## config.mk

```make
export PLATFORM = sky130hd
export DESIGN_NAME = rxr_parser_classic
export DESIGN_NICKNAME = d
export VERILOG_FILES = /design/src/rtl/rxr_parser_classic.sv
export SDC_FILE = /design/constraint.sdc
export NUM_CORES = 1
export LEC_CHECK = 0
export BUFFER_PORTS_ARGS = -buffer_cell sky130_fd_sc_hd__buf_2
export CELL_PAD_IN_SITES_DETAIL_PLACEMENT = 0
export CELL_PAD_IN_SITES_GLOBAL_PLACEMENT = 1
export CORE_MARGIN = 3
export CORE_UTILIZATION = 37
export DETAILED_ROUTE_END_ITERATION = 12
export PLACE_DENSITY_LB_ADDON = 0.3
export SLEW_MARGIN = 20
export SYNTH_ARGS = -nofsm -noshare
export SYNTH_HDL_FRONTEND = slang
export SYNTH_SLANG_ARGS = --single-unit
```

## constraint.sdc

```tcl
create_clock -name CLK -period 8.15 [get_ports CLK]
set_clock_uncertainty 0.1 [all_clocks]
set_input_delay 2.445 -clock CLK [delete_from_list [all_inputs] [get_ports CLK]]
set_output_delay 2.445 -clock CLK [all_outputs]
set_load 0.01 [all_outputs]
```

## src/rtl/rxr_parser_classic.sv

```systemverilog
// rxr_parser_classic: decodes 3DW/4DW request headers from the classic RX TLP stream into
// sideband metadata and forwards payload DWords in place with per-DWord enables.
module rxr_parser_classic #(
    parameter int    C_PCI_DATA_WIDTH = 128,
    parameter string C_VENDOR         = "ALTERA"
) (
    input  logic                        CLK,
    input  logic                        RST_IN,
    input  logic [C_PCI_DATA_WIDTH-1:0] RX_TLP,
    input  logic                        RX_TLP_VALID,
    input  logic                        RX_TLP_START_FLAG,
    input  logic                        RX_TLP_END_FLAG,
    input  logic [1:0]                  RX_TLP_START_OFFSET,
    input  logic [1:0]                  RX_TLP_END_OFFSET,
    output logic [C_PCI_DATA_WIDTH-1:0] RXR_DATA,
    output logic                        RXR_DATA_VALID,
    output logic [3:0]                  RXR_DATA_WORD_ENABLE,
    output logic                        RXR_DATA_START_FLAG,
    output logic                        RXR_DATA_END_FLAG,
    output logic [1:0]                  RXR_DATA_START_OFFSET,
    output logic [1:0]                  RXR_DATA_END_OFFSET,
    output logic                        RXR_META_VALID,
    output logic [2:0]                  RXR_META_FMT,
    output logic [4:0]                  RXR_META_TYPE,
    output logic [2:0]                  RXR_META_TC,
    output logic                        RXR_META_EP,
    output logic [1:0]                  RXR_META_ATTR,
    output logic [9:0]                  RXR_META_LENGTH,
    output logic [15:0]                 RXR_META_REQUESTER_ID,
    output logic [7:0]                  RXR_META_TAG,
    output logic [3:0]                  RXR_META_LDWBE,
    output logic [3:0]                  RXR_META_FDWBE,
    output logic [63:0]                 RXR_META_ADDR,
    output logic                        RXR_ERR
);
    if (C_PCI_DATA_WIDTH != 128 || C_VENDOR == "") begin : g_bad_cfg
        $error("rxr_parser_classic supports only a 128-bit datapath");
    end

    typedef enum logic [1:0] {IDLE, BODY, DROP} state_t;

    state_t      state, state_n;
    logic [10:0] cnt, cnt_n, exp_len, exp_n;
    logic        pay, pay_n, first, first_n;
    logic        dv_n, sf_n, ef_n, mv_n, err_n;
    logic [3:0]  we_n, hi_mask;
    logic [1:0]  so_n, eo_n;
    logic [31:0] dw0, dw1, dw2, dw3;
    logic        hdr;

    assign dw0     = RX_TLP[31:0];
    assign dw1     = RX_TLP[63:32];
    assign dw2     = RX_TLP[95:64];
    assign dw3     = RX_TLP[127:96];
    assign hdr     = RX_TLP_VALID & RX_TLP_START_FLAG & (state != DROP);
    assign hi_mask = 4'b1111 >> (2'd3 - RX_TLP_END_OFFSET);

    function automatic logic [10:0] pop4(input logic [3:0] w);
        return 11'(w[0]) + 11'(w[1]) + 11'(w[2]) + 11'(w[3]);
    endfunction

    always_comb begin
        state_n = state;
        cnt_n   = cnt;
        exp_n   = exp_len;
        pay_n   = pay;
        first_n = first;
        dv_n    = 1'b0;
        we_n    = 4'b0;
        sf_n    = 1'b0;
        ef_n    = 1'b0;
        so_n    = 2'd0;
        eo_n    = 2'd0;
        mv_n    = 1'b0;
        err_n   = 1'b0;
        if (hdr) begin
            // A start beat while still in BODY means the previous TLP was truncated.
            err_n = (state == BODY) | (RX_TLP_START_OFFSET != 2'd0);
            if (RX_TLP_START_OFFSET != 2'd0) begin
                state_n = RX_TLP_END_FLAG ? IDLE : DROP;
            end else begin
                mv_n    = 1'b1;
                pay_n   = dw0[30];
                exp_n   = (dw0[9:0] == 10'd0) ? 11'd1024 : {1'b0, dw0[9:0]};
                cnt_n   = 11'd0;
                first_n = dw0[30] & dw0[29] & ~RX_TLP_END_FLAG;
                state_n = RX_TLP_END_FLAG ? IDLE : BODY;
                if (dw0[30] & ~dw0[29]) begin
                    we_n  = RX_TLP_END_FLAG ? (4'b1000 & hi_mask) : 4'b1000;
                    dv_n  = |we_n;
                    sf_n  = 1'b1;
                    so_n  = 2'd3;
                    ef_n  = RX_TLP_END_FLAG;
                    eo_n  = RX_TLP_END_OFFSET;
                    cnt_n = pop4(we_n);
                    err_n = err_n | (RX_TLP_END_FLAG & (cnt_n != exp_n));
                end
                err_n = err_n | (dw0[30] & dw0[29] & RX_TLP_END_FLAG);
            end
        end else if (RX_TLP_VALID & (state == BODY)) begin
            if (pay) begin
                we_n    = RX_TLP_END_FLAG ? hi_mask : 4'b1111;
                dv_n    = 1'b1;
                sf_n    = first;
                first_n = 1'b0;
                ef_n    = RX_TLP_END_FLAG;
                eo_n    = RX_TLP_END_OFFSET;
                cnt_n   = cnt + pop4(we_n);
                err_n   = RX_TLP_END_FLAG & (cnt_n != exp_len);
            end
            state_n = RX_TLP_END_FLAG ? IDLE : BODY;
        end else if (RX_TLP_VALID & RX_TLP_END_FLAG & (state == DROP)) begin
            state_n = IDLE;
        end
    end

    always_ff @(posedge CLK) begin
        if (RST_IN) begin
            state                 <= IDLE;
            cnt                   <= 11'd0;
            exp_len               <= 11'd0;
            pay                   <= 1'b0;
            first                 <= 1'b0;
            RXR_DATA              <= '0;
            RXR_DATA_VALID        <= 1'b0;
            RXR_DATA_WORD_ENABLE  <= 4'b0;
            RXR_DATA_START_FLAG   <= 1'b0;
            RXR_DATA_END_FLAG     <= 1'b0;
            RXR_DATA_START_OFFSET <= 2'd0;
            RXR_DATA_END_OFFSET   <= 2'd0;
            RXR_META_VALID        <= 1'b0;
            RXR_META_FMT          <= 3'd0;
            RXR_META_TYPE         <= 5'd0;
            RXR_META_TC           <= 3'd0;
            RXR_META_EP           <= 1'b0;
            RXR_META_ATTR         <= 2'd0;
            RXR_META_LENGTH       <= 10'd0;
            RXR_META_REQUESTER_ID <= 16'd0;
            RXR_META_TAG          <= 8'd0;
            RXR_META_LDWBE        <= 4'd0;
            RXR_META_FDWBE        <= 4'd0;
            RXR_META_ADDR         <= 64'd0;
            RXR_ERR               <= 1'b0;
        end else begin
            state                 <= state_n;
            cnt                   <= cnt_n;
            exp_len               <= exp_n;
            pay                   <= pay_n;
            first                 <= first_n;
            RXR_DATA              <= RX_TLP;
            RXR_DATA_VALID        <= dv_n;
            RXR_DATA_WORD_ENABLE  <= we_n;
            RXR_DATA_START_FLAG   <= sf_n;
            RXR_DATA_END_FLAG     <= ef_n;
            RXR_DATA_START_OFFSET <= so_n;
            RXR_DATA_END_OFFSET   <= eo_n;
            RXR_META_VALID        <= mv_n;
            RXR_ERR               <= err_n;
            if (mv_n) begin
                RXR_META_FMT          <= dw0[31:29];
                RXR_META_TYPE         <= dw0[28:24];
                RXR_META_TC           <= dw0[22:20];
                RXR_META_EP           <= dw0[14];
                RXR_META_ATTR         <= dw0[13:12];
                RXR_META_LENGTH       <= dw0[9:0];
                RXR_META_REQUESTER_ID <= dw1[31:16];
                RXR_META_TAG          <= dw1[15:8];
                RXR_META_LDWBE        <= dw1[7:4];
                RXR_META_FDWBE        <= dw1[3:0];
                RXR_META_ADDR         <= dw0[29] ? {dw2, dw3[31:2], 2'b00} : {32'd0, dw2[31:2], 2'b00};
            end
        end
    end
endmodule

```

==> results.sh <==
export IMPL_cts_resized=0
export IMPL_vdd_ir_drop_max_uv=162.7
export IMPL_critPathLaunchType="input pin"
export IMPL_p_per_area_nw_per_um2=237.4
export IMPL_dr_pass1_iters=5
export IMPL_grtUsageTotal_pct=19.75
export IMPL_power_mw=2.965
export IMPL_synthTopCellsByArea="dfxtp_1, nor2b_1, nand2_1"
export IMPL_via_per_inst=4.681
export IMPL_status="finished, final reports clean"
export IMPL_numCtsBuffers=29
export IMPL_ys_flop_type="dfxtp_1"
export IMPL_critPathKind="in -> reg"
export IMPL_synth_common_cells="dfxtp_1, nand2_1, nor2b_1"
export IMPL_overflow=0
export IMPL_path_cells="buf_2 > nor2b_1 > ha_1 > fa_1 > inv_1 > fa_1 > and3_1 > xnor2_1 > nor4_1 > nand3_1 > nor4_1 > o21ai_1"
export IMPL_drt_iter0_markers=405
export IMPL_async_flop_share_pct=0
export IMPL_finalHoldViolCount=0
export IMPL_dieArea_um2=27380
export IMPL_synth_edf_count=0
export IMPL_ant_nets=0
export IMPL_cts_root_buffer="clkbuf_16"
export IMPL_grt_pass1_vias=7437
export IMPL_core_area_um2=24680
export IMPL_via_count=7747
export IMPL_ys_types=45
export IMPL_max_freq_mhz=208.4
export IMPL_wl_um=28760
export IMPL_ys_warn_count=0
export IMPL_worst_skew_pair_late_latency_ns=0.53
export IMPL_pre_cts_ws_ns=2.785
export IMPL_drc=0
export IMPL_worst_path_buf_inv=2
export IMPL_rows=57
export IMPL_dp_hpwl_um=20720
export IMPL_cp_end_kind="flop"
export IMPL_grt_max_degree=89
export IMPL_gp_congestion=0.8006
export IMPL_num_antenna_cells=0
export IMPL_clockBufferDepth=3
export IMPL_clk_pin_slew_ns=0.06
export IMPL_slowest_stage="fa_1"
export IMPL_cp_top_family="simple AND/OR/NAND/NOR gates"
export IMPL_fin_tns_setup_ns=0
export IMPL_slowest_delay_ns=0.43
export IMPL_tritoncts="done"
export IMPL_synth_seq_cells=283
export IMPL_die_y_um=165.5
export IMPL_cp_required_ns=8.46
export IMPL_start_util_pct=38.12
export IMPL_synth_cells=944
export IMPL_min_path_type="reg -> reg"
export IMPL_port_buffers=395
export IMPL_io_pins=398
export IMPL_die_w_um=165.5
export IMPL_place_area_um2=11560
export IMPL_hold_buffers=0
export IMPL_cts_sinks=283
export IMPL_postCtsSetupRepairBufs=0
export IMPL_grt_antenna_before_repair=0
export IMPL_period_minus_slack_ns=4.799
export IMPL_postLayoutCoreUtil_pct=50.60
export IMPL_rsz0062_at_grt="no"
export IMPL_grt_first_pass_wirelength_um=42180
export IMPL_synth_top_cell_area_share_pct=60.22
export IMPL_worstMarginPinSlew_ns=1.006
export IMPL_n_fill_cell=2418
export IMPL_syn_cell_area_um2=9408
export IMPL_synth_largest_area_cell="dfxtp_1"
export IMPL_maxSlewViolCount=0
export IMPL_drive_above_1_share_pct=34.03
export IMPL_power_leakage_nw=5.778
export IMPL_yosysMostFrequentCell="dfxtp_1"
export IMPL_post_route_period_util_pct=58.89
export IMPL_routedWlPerCell_um=17.38
export IMPL_fin_area_um2=12490
export IMPL_slew_headroom_pct=32.76
export IMPL_area_delta_synth_final_pct=32.73
export IMPL_setup_slack_ns=3.351
export IMPL_htree_levels=1
export IMPL_fin_nets=1449
export IMPL_setup_viol=0
export IMPL_maxCapViolCount=0
export IMPL_yosysSeqAreaShare_pct=60.22
export IMPL_arrival_ns=5.11
export IMPL_synth_avg_cell_area_um2=9.966
export IMPL_cp_max_fo=9
==> worst register-to-register path: cells and delay by family (launching register included) <==
family | cells | cell delay (ns)
AOI/OAI and AO/OA | 1 | 0.10
xor gates and xnor gates | 1 | 0.11
and+or+nand+nor | 4 | 0.99
DFF | 1 | 0.33
adders and majority gates | 3 | 0.99
buffers and inverters | 2 | 0.13
==> cells in the final DEF (no fill, tap or decap), types with 4 or more instances in the layout <==
cell and instances:
o31ai_1 4, nand3_1 8, nor2b_1 132, a21oi_1 80, nor3_1 4, buf_4 7
nand2_1 134, inv_1 8, clkbuf_1 8, nand2b_1 5, dfxtp_1 283, nand4_1 4
clkbuf_16 29, xnor2_1 11, a211oi_1 30, mux2i_1 32, and2_1 8, o21ai_1 4
nor4_1 5, o21ai_0 12, clkbuf_8 6, clkinv_2 7, nor2_1 43, xor2_1 4
buf_2 394, a22o_1 31
==> report_power, final <==
part / internal, mW / switching [mW]
logic: 0.0974 / 0.137
registers: 1.43 / 0.0150
clock network: 0.742 / 0.541
==> final timing paths <==
| kind | from | endpoint | slack (ns) | depth (start not counted) |
|---|---|---|---|---|
| worst min-delay path | RXR_META_ADDR[33] | RXR_META_ADDR[33] | 0.35 | 2 |
| worst min register to register | RXR_META_ADDR[33] | RXR_META_ADDR[33] | 0.35 | 2 |
| worst max register to register | cnt[0] | RXR_ERR | 5.28 | 11 |
| worst max-delay path | RX_TLP_END_FLAG | RXR_ERR | 3.35 | 12 |
==> final cells by class <==
type	count	area, um^2	share of cell area, %
tap	324	405.4	3.246
timing repair buffer	402	2036	16.30
inverter	9	33.78	0.2705
clock inverter	11	88.84	0.7114
sequential	283	5665	45.37
clock buffer	43	838.3	6.713
multi-input combinational	583	3420	27.38
==> metal layers <==
layer	vias up	share of wire, %	global-route usage, %	routed length [um]
li1	3858	-	-	-
met1	3540	38	22.61	10880
met2	296	50	35.15	14440
met3	53	9.0	6.411	2579
met4	0	3.0	5.747	853
met5	-	0	0	0
==> stage by stage <==
stage / instances / hold slack [ns]
finish: 1655 / 0.3495
global route: 1655 / 0.3662
CTS: 1655 / 0.3524
detailed placement: 1601 / 0.3391
global placement: 1601 / 0.3284
floorplan: 945 / 0.3264
==> cells by family after synthesis <==
logic type | Yosys count | share of synthesized area (%)
AO/OA/AOI/OAI | 173 | 11.69
flip-flops | 283 | 60.22
buffers and inverters | 79 | 3.578
AND/OR/NAND/NOR | 357 | 18.98
multiplexers | 32 | 3.405
other | 1 | 0.03986
XOR/XNOR | 15 | 1.396
adder cells (fa/ha/maj) | 4 | 0.6916
==> sequential cells by signal (all words and copies together), names as in the netlist, 2 cells and up <==
name                   flops
RXR_META_LDWBE             4
RXR_DATA_END_OFFSET        2
RXR_META_ADDR             62
RXR_META_TC                3
RXR_DATA                 128
state                      2
RXR_DATA_WORD_ENABLE       4
RXR_META_ATTR              2
RXR_META_LENGTH           10
RXR_META_TAG               8
RXR_META_FMT               3
exp_len                   11
RXR_META_REQUESTER_ID     16
RXR_META_FDWBE             4
RXR_META_TYPE              5
cnt                       11
Note: power is estimated with default switching activity, not from simulation.
